===== config.mk =====
export PLATFORM = sky130hd
export DESIGN_NAME = uart_rx_fifo
export DESIGN_NICKNAME = d
export VERILOG_FILES = /design/src/rtl/uart_rx_fifo.sv
export SDC_FILE = /design/constraint.sdc
export NUM_CORES = 1
export LEC_CHECK = 0
export ABC_AREA = 0
export BUFFER_PORTS_ARGS = -buffer_cell sky130_fd_sc_hd__clkbuf_2
export CAP_MARGIN = 20
export CORE_UTILIZATION = 35
export CTS_BUF_LIST = sky130_fd_sc_hd__clkbuf_16
export DETAILED_ROUTE_END_ITERATION = 7
export GPL_TIMING_DRIVEN = 0
export PLACE_DENSITY_LB_ADDON = 0.05
export RECOVER_POWER = 25
export SLEW_MARGIN = 15
export SYNTH_ARGS = -nofsm -noshare
export SYNTH_HDL_FRONTEND = slang
export SYNTH_SLANG_ARGS = --single-unit

===== constraint.sdc =====
create_clock -name clk -period 2.81 [get_ports clk]
set_input_delay 0.1405 -clock clk [delete_from_list [all_inputs] [get_ports clk]]
set_output_delay 0.1405 -clock clk [all_outputs]
set_load 0.005 [all_outputs]

===== src/rtl/uart_rx_fifo.sv =====
// Receive buffer behind the UART receiver: FWFT character FIFO with parity flags,
// watermark-driven rts_n flow control, sticky overrun and a saturating parity-error count.
module uart_rx_fifo #(
    parameter int unsigned DEPTH = 16,
    parameter int unsigned HI_WM = 12,
    parameter int unsigned LO_WM = 4,
    localparam int unsigned AW = $clog2(DEPTH),
    localparam int unsigned CW = $clog2(DEPTH + 1)
) (
    input  logic          clk,
    input  logic          rst_n,
    input  logic          rx_done,
    input  logic [7:0]    rx_data,
    input  logic          parity_error,
    input  logic          flush,
    input  logic          rd_en,
    output logic [7:0]    rd_data,
    output logic          rd_perr,
    output logic          empty,
    output logic          full,
    output logic [CW-1:0] count,
    output logic          overrun,
    input  logic          overrun_clr,
    output logic [7:0]    perr_cnt,
    output logic          rts_n
);

    logic [8:0]    mem_q [DEPTH];
    logic [AW-1:0] wr_ptr_q, wr_ptr_d;
    logic [AW-1:0] rd_ptr_q, rd_ptr_d;
    logic [CW-1:0] count_q, count_d;
    logic          overrun_q, overrun_d;
    logic [7:0]    perr_cnt_q, perr_cnt_d;
    logic          rts_n_q, rts_n_d;
    logic          pop_ok, push_ok, drop;
    logic [8:0]    head;

    assign empty = (count_q == '0);
    assign full  = (count_q == CW'(DEPTH));

    // A pop frees a slot in the same cycle, so a full buffer can still accept a push.
    assign pop_ok  = rd_en && !empty && !flush;
    assign push_ok = rx_done && !flush && (!full || pop_ok);
    assign drop    = rx_done && !flush && full && !pop_ok;

    always_comb begin
        wr_ptr_d   = wr_ptr_q;
        rd_ptr_d   = rd_ptr_q;
        count_d    = count_q;
        overrun_d  = overrun_q;
        perr_cnt_d = perr_cnt_q;
        rts_n_d    = rts_n_q;

        if (flush) begin
            wr_ptr_d = '0;
            rd_ptr_d = '0;
            count_d  = '0;
        end else begin
            if (push_ok) wr_ptr_d = wr_ptr_q + AW'(1);
            if (pop_ok)  rd_ptr_d = rd_ptr_q + AW'(1);
            unique case ({push_ok, pop_ok})
                2'b10:   count_d = count_q + CW'(1);
                2'b01:   count_d = count_q - CW'(1);
                default: count_d = count_q;
            endcase
        end

        if (drop) begin
            overrun_d = 1'b1;
        end else if (overrun_clr) begin
            overrun_d = 1'b0;
        end

        if (push_ok && parity_error && (perr_cnt_q != 8'hff)) begin
            perr_cnt_d = perr_cnt_q + 8'd1;
        end

        // Hysteresis from the registered count: lags the fill level by one edge.
        if (count_q >= CW'(HI_WM)) begin
            rts_n_d = 1'b1;
        end else if (count_q <= CW'(LO_WM)) begin
            rts_n_d = 1'b0;
        end
    end

    always_ff @(posedge clk or negedge rst_n) begin
        if (!rst_n) begin
            wr_ptr_q   <= '0;
            rd_ptr_q   <= '0;
            count_q    <= '0;
            overrun_q  <= 1'b0;
            perr_cnt_q <= 8'd0;
            rts_n_q    <= 1'b0;
        end else begin
            wr_ptr_q   <= wr_ptr_d;
            rd_ptr_q   <= rd_ptr_d;
            count_q    <= count_d;
            overrun_q  <= overrun_d;
            perr_cnt_q <= perr_cnt_d;
            rts_n_q    <= rts_n_d;
        end
    end

    // Storage needs no reset; contents are only visible while count is non-zero.
    always_ff @(posedge clk) begin
        if (push_ok) mem_q[wr_ptr_q] <= {parity_error, rx_data};
    end

    assign head     = mem_q[rd_ptr_q];
    assign rd_data  = empty ? 8'h00 : head[7:0];
    assign rd_perr  = empty ? 1'b0 : head[8];
    assign count    = count_q;
    assign overrun  = overrun_q;
    assign perr_cnt = perr_cnt_q;
    assign rts_n    = rts_n_q;

endmodule


==> flow_summary.json, run 1 <==
{
  "core_um2": 19400,
  "skew_ns": 0.00799,
  "p_total_mw": 6.98,
  "synth_area_leaders": "edfxtp_1 63%, mux4_2 15%, dfrtp_1 8.3%",
  "num_rows": 51,
  "rsz0062_at_grt": "false",
  "hp-class": "in -> reg",
  "critPathArrivalTime_ns": 2.57,
  "postPlaceCellArea_um2": 7440,
  "ys_warn_count": 0,
  "yosysUniqueCellTypes": 44,
  "place_ws_ns": 0.108,
  "antenna_found_initial": 0,
  "avgViaCountPerCell": 4.92,
  "drv_slew": 0,
  "multi_input_area_um2": 1880,
  "ios": 41,
  "grtUsageTotal": 0.161,
  "synth_area_per_cell_um2": 18.8,
  "fin_cells": 705,
  "cts.path.max_buffers": 2,
  "fill_cells": 1792,
  "grt_pass1_wl_um": 22700,
  "diodes": 0,
  "grt.overflow.total": 0,
  "dp_cells": 672,
  "syn-num-nets": 390,
  "dr_total_vias": 3468,
  "die_width_um": 143,
  "setup_ws_ns": 0.103,
  "cts_tree": "built",
  "end_kind": "output pin",
  "area_growth_pct": 16.7,
  "fin_tns_setup_ns": 0,
  "clk_latency_ns": 0.42,
  "setup.worst_path.class": "reg -> out",
  "cts_root_buf": "clkbuf_16",
  "synth-edff-count": 144,
  "ir_drop_v": 0.000462,
  "powerDensity_nw_per_um2": 866,
  "hpwl_um": 9940,
  "die_area_um2": 20300,
  "p_leak_nw": 2.79,
  "wl_per_cell_um": 21.1,
  "drtIter0Drc": 202,
  "synth_async_sr_flop_share": 0.138,
  "yosys.area.top_type": "edfxtp_1",
  "cp-start-kind": "register",
  "port_buffers": 40,
  "initial_core_util": 0.356,
  "ant_nets": 0,
  "period_minus_slack_ns": 2.71,
  "drc": 0,
  "seq_area_um2": 4900,
  "maxCapViolations": 0,
  "layout-drive-gt1-share": 0.275,
  "cp.required_ns": 2.67,
  "grt_pass1_vias": 3606,
  "dr.pass1.iters": 4,
  "outcome": "finished, final reports clean",
  "cts_buffers": 17,
  "gp_congestion": 0.764,
  "syn_area_um2": 6910,
  "synthCells": 367,
  "wl_um": 14900,
  "synth_top_area_share": 0.626,
  "grt_max_degree": 24,
  "htree_levels": 4,
  "nNetsFinal": 452,
  "synth-main-ff-cell": "edfxtp_1",
  "cp_max_fo": 10,
  "worstMarginPinSlew_ns": 0.810,
  "design_area_um2": 8070,
  "seq_area_frac_synth": 0.709,
  "fin_crit_sh": 0.963,
  "setup_violations": 0,
  "slew_headroom": 0.460,
  "finalHoldViolations": 0,
  "synth-seq-cells": 167,
  "fmax_mhz": 369,
  "clk_pin_slew_worst_paths_ns": 0.06,
  "die_h_um": 143,
  "clock_sinks": 167
}
[worst max-delay path, cell delays in order (launching register included)]
cell and delay [ns]:
dfrtp_1 0.43, buf_12 0.19, buf_8 0.18, mux4_2 0.55, mux4_2 0.51, and2_1 0.18
clkbuf_2 0.10
[final timing paths]
check,endpoint,from,slack [ns],cells after the start
max in group asynchronous,perr_cnt[2],rst_n,2.13,2
max,rd_data[0],rd_ptr_q[0],0.10,6
min,rd_ptr_q[1],rd_en,0.05,3
min in group asynchronous,rts_n,rst_n,0.27,2
min reg2reg,perr_cnt[5],perr_cnt[5],0.50,1
max reg2reg,count[4],count[0],0.25,8
[cells in the final DEF (no fill, tap or decap), types with 6 or more instances in the layout]
master,netlist,layout
xnor2_1,6,6
mux4_2,45,45
inv_1,9,12
edfxtp_1,144,144
dfrtp_1,23,23
clkbuf_1,7,13
xor2_1,9,9
clkbuf_16,0,17
nand2_1,12,12
nor2_1,14,14
and2_1,18,18
nand3_1,9,9
ha_1,8,8
clkbuf_2,0,34
a21oi_1,8,8
[flip-flops by register name, summed over array words and instances, names as in the netlist]
register / cells
rd_ptr_q: 4
overrun: 1
wr_ptr_q: 4
mem_q: 144
perr_cnt: 8
count: 5
rts_n: 1
[repair_timing]
action / 4_1_cts / 5_1_grt
hold endpoints to repair: 26 / 0
resized for setup: 7 / 6
hold buffers: 3 / 0
buffers inserted: 0 / 0
setup endpoints to repair: 9 / 7
[where the power goes]
group / internal (mW) / switching (mW) / leakage, nW / total (mW)
clock: 1.37 / 0.910 / 0.293 / 2.28
sequential: 2.80 / 0.114 / 1.60 / 2.92
combinational: 0.903 / 0.887 / 0.898 / 1.79
[cell type report]
type | count | share of cell area
Sequential cell | 167 | 0.607
Buffer | 17 | 0.0163
Inverter | 9 | 0.00419
Clock buffer | 17 | 0.0527
Tap cell | 265 | 0.0411
Timing Repair Buffer | 43 | 0.0275
Multi-Input combinational cell | 174 | 0.233
Clock inverter | 13 | 0.0177
[stage by stage]
stage,utilization,hold WS (ns)
2_1_floorplan,-,-0.155
3_3_place_gp,0.384,0.190
3_5_place_dp,0.384,0.193
4_1_cts,0.415,0.0293
5_1_grt,0.416,0.0526
6_report,0.416,0.0496
[cells by family after synthesis]
group / share of synthesized area
compound gates: 0.0241
flops: 0.709
xor+xnor: 0.0190
simple gates: 0.0621
fa+ha+maj: 0.0145
buf+inv: 0.0187
mux: 0.153
[metal layers]
metal,global-route usage,vias to the layer above,part of all wire
met5,0,-,0
met4,0.0696,0,0.020
met3,0.0303,22,0.026
met2,0.271,66,0.51
met1,0.204,1798,0.44
li1,-,1582,-
[synthesized netlist by cell type, drive strengths merged, types with 2 or more instances]
cell	number
edfxtp	144
mux4	45
dfrtp	23
and2	18
nor2	14
nand2	12
buf	10
inv	9
nand3	9
xor2	9
a21oi	8
ha	8
clkbuf	7
xnor2	6
o21ai	5
and3	4
and4	4
mux2i	3
nor2b	3
a31oi	2
nand2b	2
nor3	2
nor4	2
o31ai	2
or3	2
(Power assumes the default switching activity.)
==> run 2, diff against run 1 <==
- BUFFER_PORTS_ARGS: -buffer_cell sky130_fd_sc_hd__clkbuf_2 -> -buffer_cell sky130_fd_sc_hd__buf_2
- CORE_UTILIZATION: 35 -> 50
==> flow_summary.json, run 2 (same netlist as run 1, synthesis figures left out) <==
{
  "cp.required_ns": 2.67,
  "crit_start": "rd_ptr_q[0]",
  "slew_headroom": 0.468,
  "top_register": "mem_q",
  "core_um2": 13300,
  "htree_levels": 4,
  "wl_per_cell_um": 22.3,
  "diodes": 0,
  "critPathArrivalTime_ns": 2.61,
  "clk_pin_slew_worst_paths_ns": 0.06,
  "fin_tns_setup_ns": 0,
  "num_rows": 42,
  "setup_violations": 0,
  "p_leak_nw": 2.80,
  "setup.worst_path.class": "reg -> out",
  "fin_cells": 618,
  "cp_slowest_cell": "mux4_2",
  "die_h_um": 120,
  "cp-endpoint": "rd_data[6]",
  "switchingPower_mw": 1.86,
  "postPlaceCellArea_um2": 7330,
  "p_seq_frac": 0.421,
  "cts.path.max_buffers": 2,
  "largest_reg_flops": 144,
  "hp-class": "in -> reg",
  "fmax_mhz": 364,
  "grt.overflow.total": 0,
  "rr_startpoint": "count[1]",
  "cts_buffers": 17,
  "drc": 0,
  "grtUsageTotal": 0.213,
  "gp_congestion": 0.780,
  "grt_max_degree": 24,
  "ios": 41,
  "r2r_cells": 9,
  "grt_pass1_vias": 3425,
  "cts_root_buf": "clkbuf_16",
  "ant_nets": 0,
  "fin_crit_sh": 0.978,
  "area_growth_pct": 15.1,
  "reg2reg_to": "count[4]",
  "skew_ns": 0.00403,
  "die_area_um2": 14300,
  "period_minus_slack_ns": 2.75,
  "drtIter0Drc": 289,
  "dp_cells": 583,
  "nNetsFinal": 452,
  "mostFrequentLayoutCell": "edfxtp_1",
  "grt_pass1_wl_um": 21100,
  "hpwl_um": 9080,
  "finalHoldViolations": 0,
  "wl_um": 13800,
  "outcome": "finished, final reports clean",
  "maxCapViolations": 0,
  "die_width_um": 120,
  "clk_latency_ns": 0.42,
  "worstMarginPinSlew_ns": 0.798,
  "cp-start-kind": "register",
  "rsz0062_at_grt": "false",
  "slowest_delay_ns": 0.55,
  "fin_util": 0.596,
  "port_buffers": 40,
  "ir_drop_v": 0.000546,
  "drv_slew": 0,
  "cp_max_fo": 10,
  "cts_tree": "built",
  "antenna_found_initial": 0,
  "end_kind": "output pin",
  "dr_total_vias": 3481,
  "final_cell_mix": "144 x edfxtp_1, 45 x mux4_2, 37 x buf_2",
  "fill_cells": 1028,
  "layout-drive-gt1-share": 0.276,
  "cp_cell_sequence": "buf_12 -> buf_6 -> mux4_2 -> mux4_2 -> and2_1 -> buf_2",
  "design_area_um2": 7950,
  "swShare": 0.269,
  "p_clk_frac": 0.325,
  "initial_core_util": 0.518,
  "dr.pass1.iters": 4,
  "path_common_cell": "mux4_2",
  "r2r_setup_slack_ns": 0.20,
  "clock_sinks": 167,
  "p_int_mw": 5.06,
  "avgViaCountPerCell": 5.63,
  "powerDensity_nw_per_um2": 871,
  "p_comb_frac": 0.254
}
run 2: cell types whose count changed in the layout (fill, tap and decap cells not counted):
cell | previous run | this run
clkinv_1 | 1 | 3
buf_12 | 2 | 1
clkinvlp_4 | 0 | 1
clkinv_2 | 4 | 5
buf_2 | 3 | 37
clkbuf_1 | 13 | 12
clkinv_4 | 2 | 0
buf_6 | 1 | 2
clkbuf_2 | 34 | 1
run 2: layout make-up:
class / count / area (um2) / area share
Buffer: 17 / 123 / 0.0154
Clock buffer: 17 / 425 / 0.0535
Clock inverter: 15 / 145 / 0.0183
Inverter: 9 / 33.8 / 0.00425
Multi-Input combinational cell: 174 / 1880 / 0.237
Sequential cell: 167 / 4900 / 0.616
Tap cell: 176 / 220 / 0.0277
Timing Repair Buffer: 43 / 223 / 0.0280
run 2: worst min-delay path by stage:
stage	start	to	slack (ns)	depth (start not counted)
2_1_floorplan	rst_n	count[0]	-0.16	0
3_3_place_gp	rst_n	count[0]	0.16	1
3_5_place_dp	rst_n	count[0]	0.16	1
4_1_cts	rd_en	rd_ptr_q[1]	0.01	3
5_1_grt	rd_en	rd_ptr_q[1]	0.05	3
6_report	rd_en	rd_ptr_q[1]	0.03	3
run 2: repair_timing:
item	in CTS	in global routing
resized for setup	5	6
endpoints found under the hold margin	26	0
hold buffers	3	0
buffers inserted	0	0
setup endpoints to repair	9	6
run 2: power groups by stage:
stage	Sequential, mW	Clock, mW	Combinational, mW
6_report	2.92	2.25	1.76
5_1_grt	2.93	2.38	1.91
4_1_cts	2.91	2.28	1.77
3_5_place_dp	2.96	0	1.75
3_3_place_gp	2.95	0	1.73
2_1_floorplan	2.95	0	1.17
run 2: per-stage QoR:
step                setup WS, ns  power [mW]  hold WS, ns
floorplan                  0.463        4.12       -0.155
global placement           0.201        4.68        0.155
detailed placement         0.188        4.71        0.163
CTS                      0.00347        6.96       0.0132
global route             0.00113        7.23       0.0520
finish                    0.0626        6.92       0.0321
run 2: worst max-delay path: cells and delay by family (launching register included):
kind          cells  cell delay, ns
flops             1            0.43
buf+inv           3            0.50
mux               2            1.07
simple gates      1            0.18
run 2: per-layer routing:
metal,up-vias,track usage,share of wire
met5,-,0,0
met4,0,0.0797,0.015
met3,13,0.0371,0.038
met2,103,0.329,0.48
met1,1773,0.306,0.46
li1,1592,-,-
==> run 3, diff against run 2 <==
- CORE_ASPECT_RATIO: default -> 0.75
- REMOVE_ABC_BUFFERS: default -> 1
==> flow_summary.json, run 3 (same netlist as run 1, synthesis figures left out) <==
{
  "setup_ws_ns": 0.159,
  "die_width_um": 138,
  "wl_per_cell_um": 22.6,
  "area_growth_pct": 14.4,
  "final_cell_mix": "144 x edfxtp_1, 45 x mux4_2, 34 x buf_2",
  "cp-start-kind": "register",
  "clk_pin_slew_worst_paths_ns": 0.06,
  "finalHoldViolations": 0,
  "rsz0062_at_grt": "false",
  "cts_setup_buffers": 0,
  "largest_reg_flops": 144,
  "clk_latency_ns": 0.41,
  "dr_total_vias": 3436,
  "htree_levels": 4,
  "outcome": "finished, final reports clean",
  "gp_congestion": 0.765,
  "grtUsageTotal": 0.207,
  "cts_buffers": 17,
  "cp_max_fo": 9,
  "wl_um": 13500,
  "powerDensity_nw_per_um2": 861,
  "period_minus_slack_ns": 2.65,
  "die_h_um": 104,
  "critPathArrivalTime_ns": 2.96,
  "setup.worst_path.class": "reg -> reg",
  "dr.pass1.iters": 5,
  "antenna_found_initial": 0,
  "avgViaCountPerCell": 5.75,
  "switchingPower_mw": 1.83,
  "cts_root_buf": "clkbuf_16",
  "setup_violations": 0,
  "nNetsFinal": 437,
  "p_leak_nw": 2.77,
  "initial_core_util": 0.522,
  "place_ws_ns": -0.0904,
  "slew_headroom": 0.505,
  "ant_nets": 0,
  "ios": 41,
  "core_um2": 13200,
  "mostFrequentLayoutCell": "edfxtp_1",
  "cp.required_ns": 3.12,
  "design_area_um2": 7900,
  "drtIter0Drc": 315,
  "hold_slack_ns": 0.0786,
  "grt_pass1_vias": 3351,
  "holdPathStages": 3,
  "grt_max_degree": 36,
  "met2_length_um": 6460,
  "layout-drive-gt1-share": 0.286,
  "highest_layer": "met4",
  "p_seq_frac": 0.440,
  "ir_drop_v": 0.000678,
  "p_clk_frac": 0.322,
  "fin_tns_setup_ns": 0,
  "fin_crit_sh": 0.943,
  "diodes": 0,
  "hp-class": "in -> reg",
  "num_rows": 36,
  "grt_pass1_wl_um": 20700,
  "grt.overflow.total": 0,
  "cts.path.max_buffers": 2,
  "dp_cells": 563,
  "m1WireLength_um": 6360,
  "drv_slew": 0,
  "p_int_mw": 4.98,
  "met3_length_um": 632,
  "r2r_cells": 8,
  "worstMarginPinSlew_ns": 0.742,
  "swShare": 0.269,
  "maxCapViolations": 0,
  "top_register": "mem_q",
  "cts_tree": "built",
  "fmax_mhz": 377,
  "port_buffers": 40,
  "p_comb_frac": 0.238,
  "hpwl_um": 7980,
  "skew_ns": 0.00875,
  "postPlaceCellArea_um2": 7280,
  "fin_cells": 598,
  "drc": 0,
  "clock_sinks": 167,
  "die_area_um2": 14300,
  "end_kind": "register"
}
## run 3: cell types whose count changed in the layout (fill, tap and decap cells not counted), sizes merged
cell and change:
inv +4, dlygate4sd3 -1, clkbuf -5, clkinvlp -1, bufinv -2, buf -7, clkinv -3
## run 3: what timing repair did
action,in CTS,in global routing
hold buffers,2,0
gates resized for setup,1,6
endpoints found under the setup margin,36,47
hold endpoints to repair,24,0
gates cloned,0,1
## run 3: worst max-delay path, stage by stage (launching register included)
cell and delay, ns:
dfrtp_1 0.50, or4_4 0.62, o21ai_2 0.22, xnor2_1 0.09, ha_1 0.24, a21o_1 0.20, a31oi_2 0.28, a221oi_1 0.08
nor4bb_1 0.30
## run 3: cell type report
cell class | count | area (um2)
clock inverters | 13 | 88.8
repair buffers | 45 | 285
flip-flops and latches | 167 | 4900
clock buffers | 19 | 475
fillers | 1016 | 5340
inverters | 9 | 33.8
well taps | 171 | 214
multi-input cells | 174 | 1900
## run 3: final timing paths
kind	endpoint	slack, ns	from
setup / recovery	count[4]	0.16	count[1]
hold / removal	rd_ptr_q[1]	0.08	rd_en
setup reg to reg	count[4]	0.16	count[1]
hold reg to reg	rts_n	0.49	rts_n
max in group asynchronous	rd_ptr_q[0]	2.17	rst_n
min in group asynchronous	count[0]	0.24	rst_n
## run 3: stage by stage
stage	utilization	total power [mW]
4_1_cts	0.594	6.81
2_1_floorplan	-	4.04
3_3_place_gp	0.546	4.57
6_report	0.597	6.81
3_5_place_dp	0.550	4.62
5_1_grt	0.597	7.14
## run 3: power groups by stage
stage / clock [mW] / sequential (mW) / combinational [mW]
finish: 2.19 / 2.99 / 1.62
global route: 2.32 / 3.02 / 1.80
CTS: 2.22 / 2.99 / 1.60
detailed placement: 0 / 3.04 / 1.59
global placement: 0 / 3.21 / 1.36
floorplan: 0 / 3.12 / 0.929
## run 3: metal layers
layer  up-vias  global-route usage
li1       1560                   -
met1      1780               0.313
met2        86               0.305
met3        10              0.0509
met4         0              0.0489
met5         -                   0
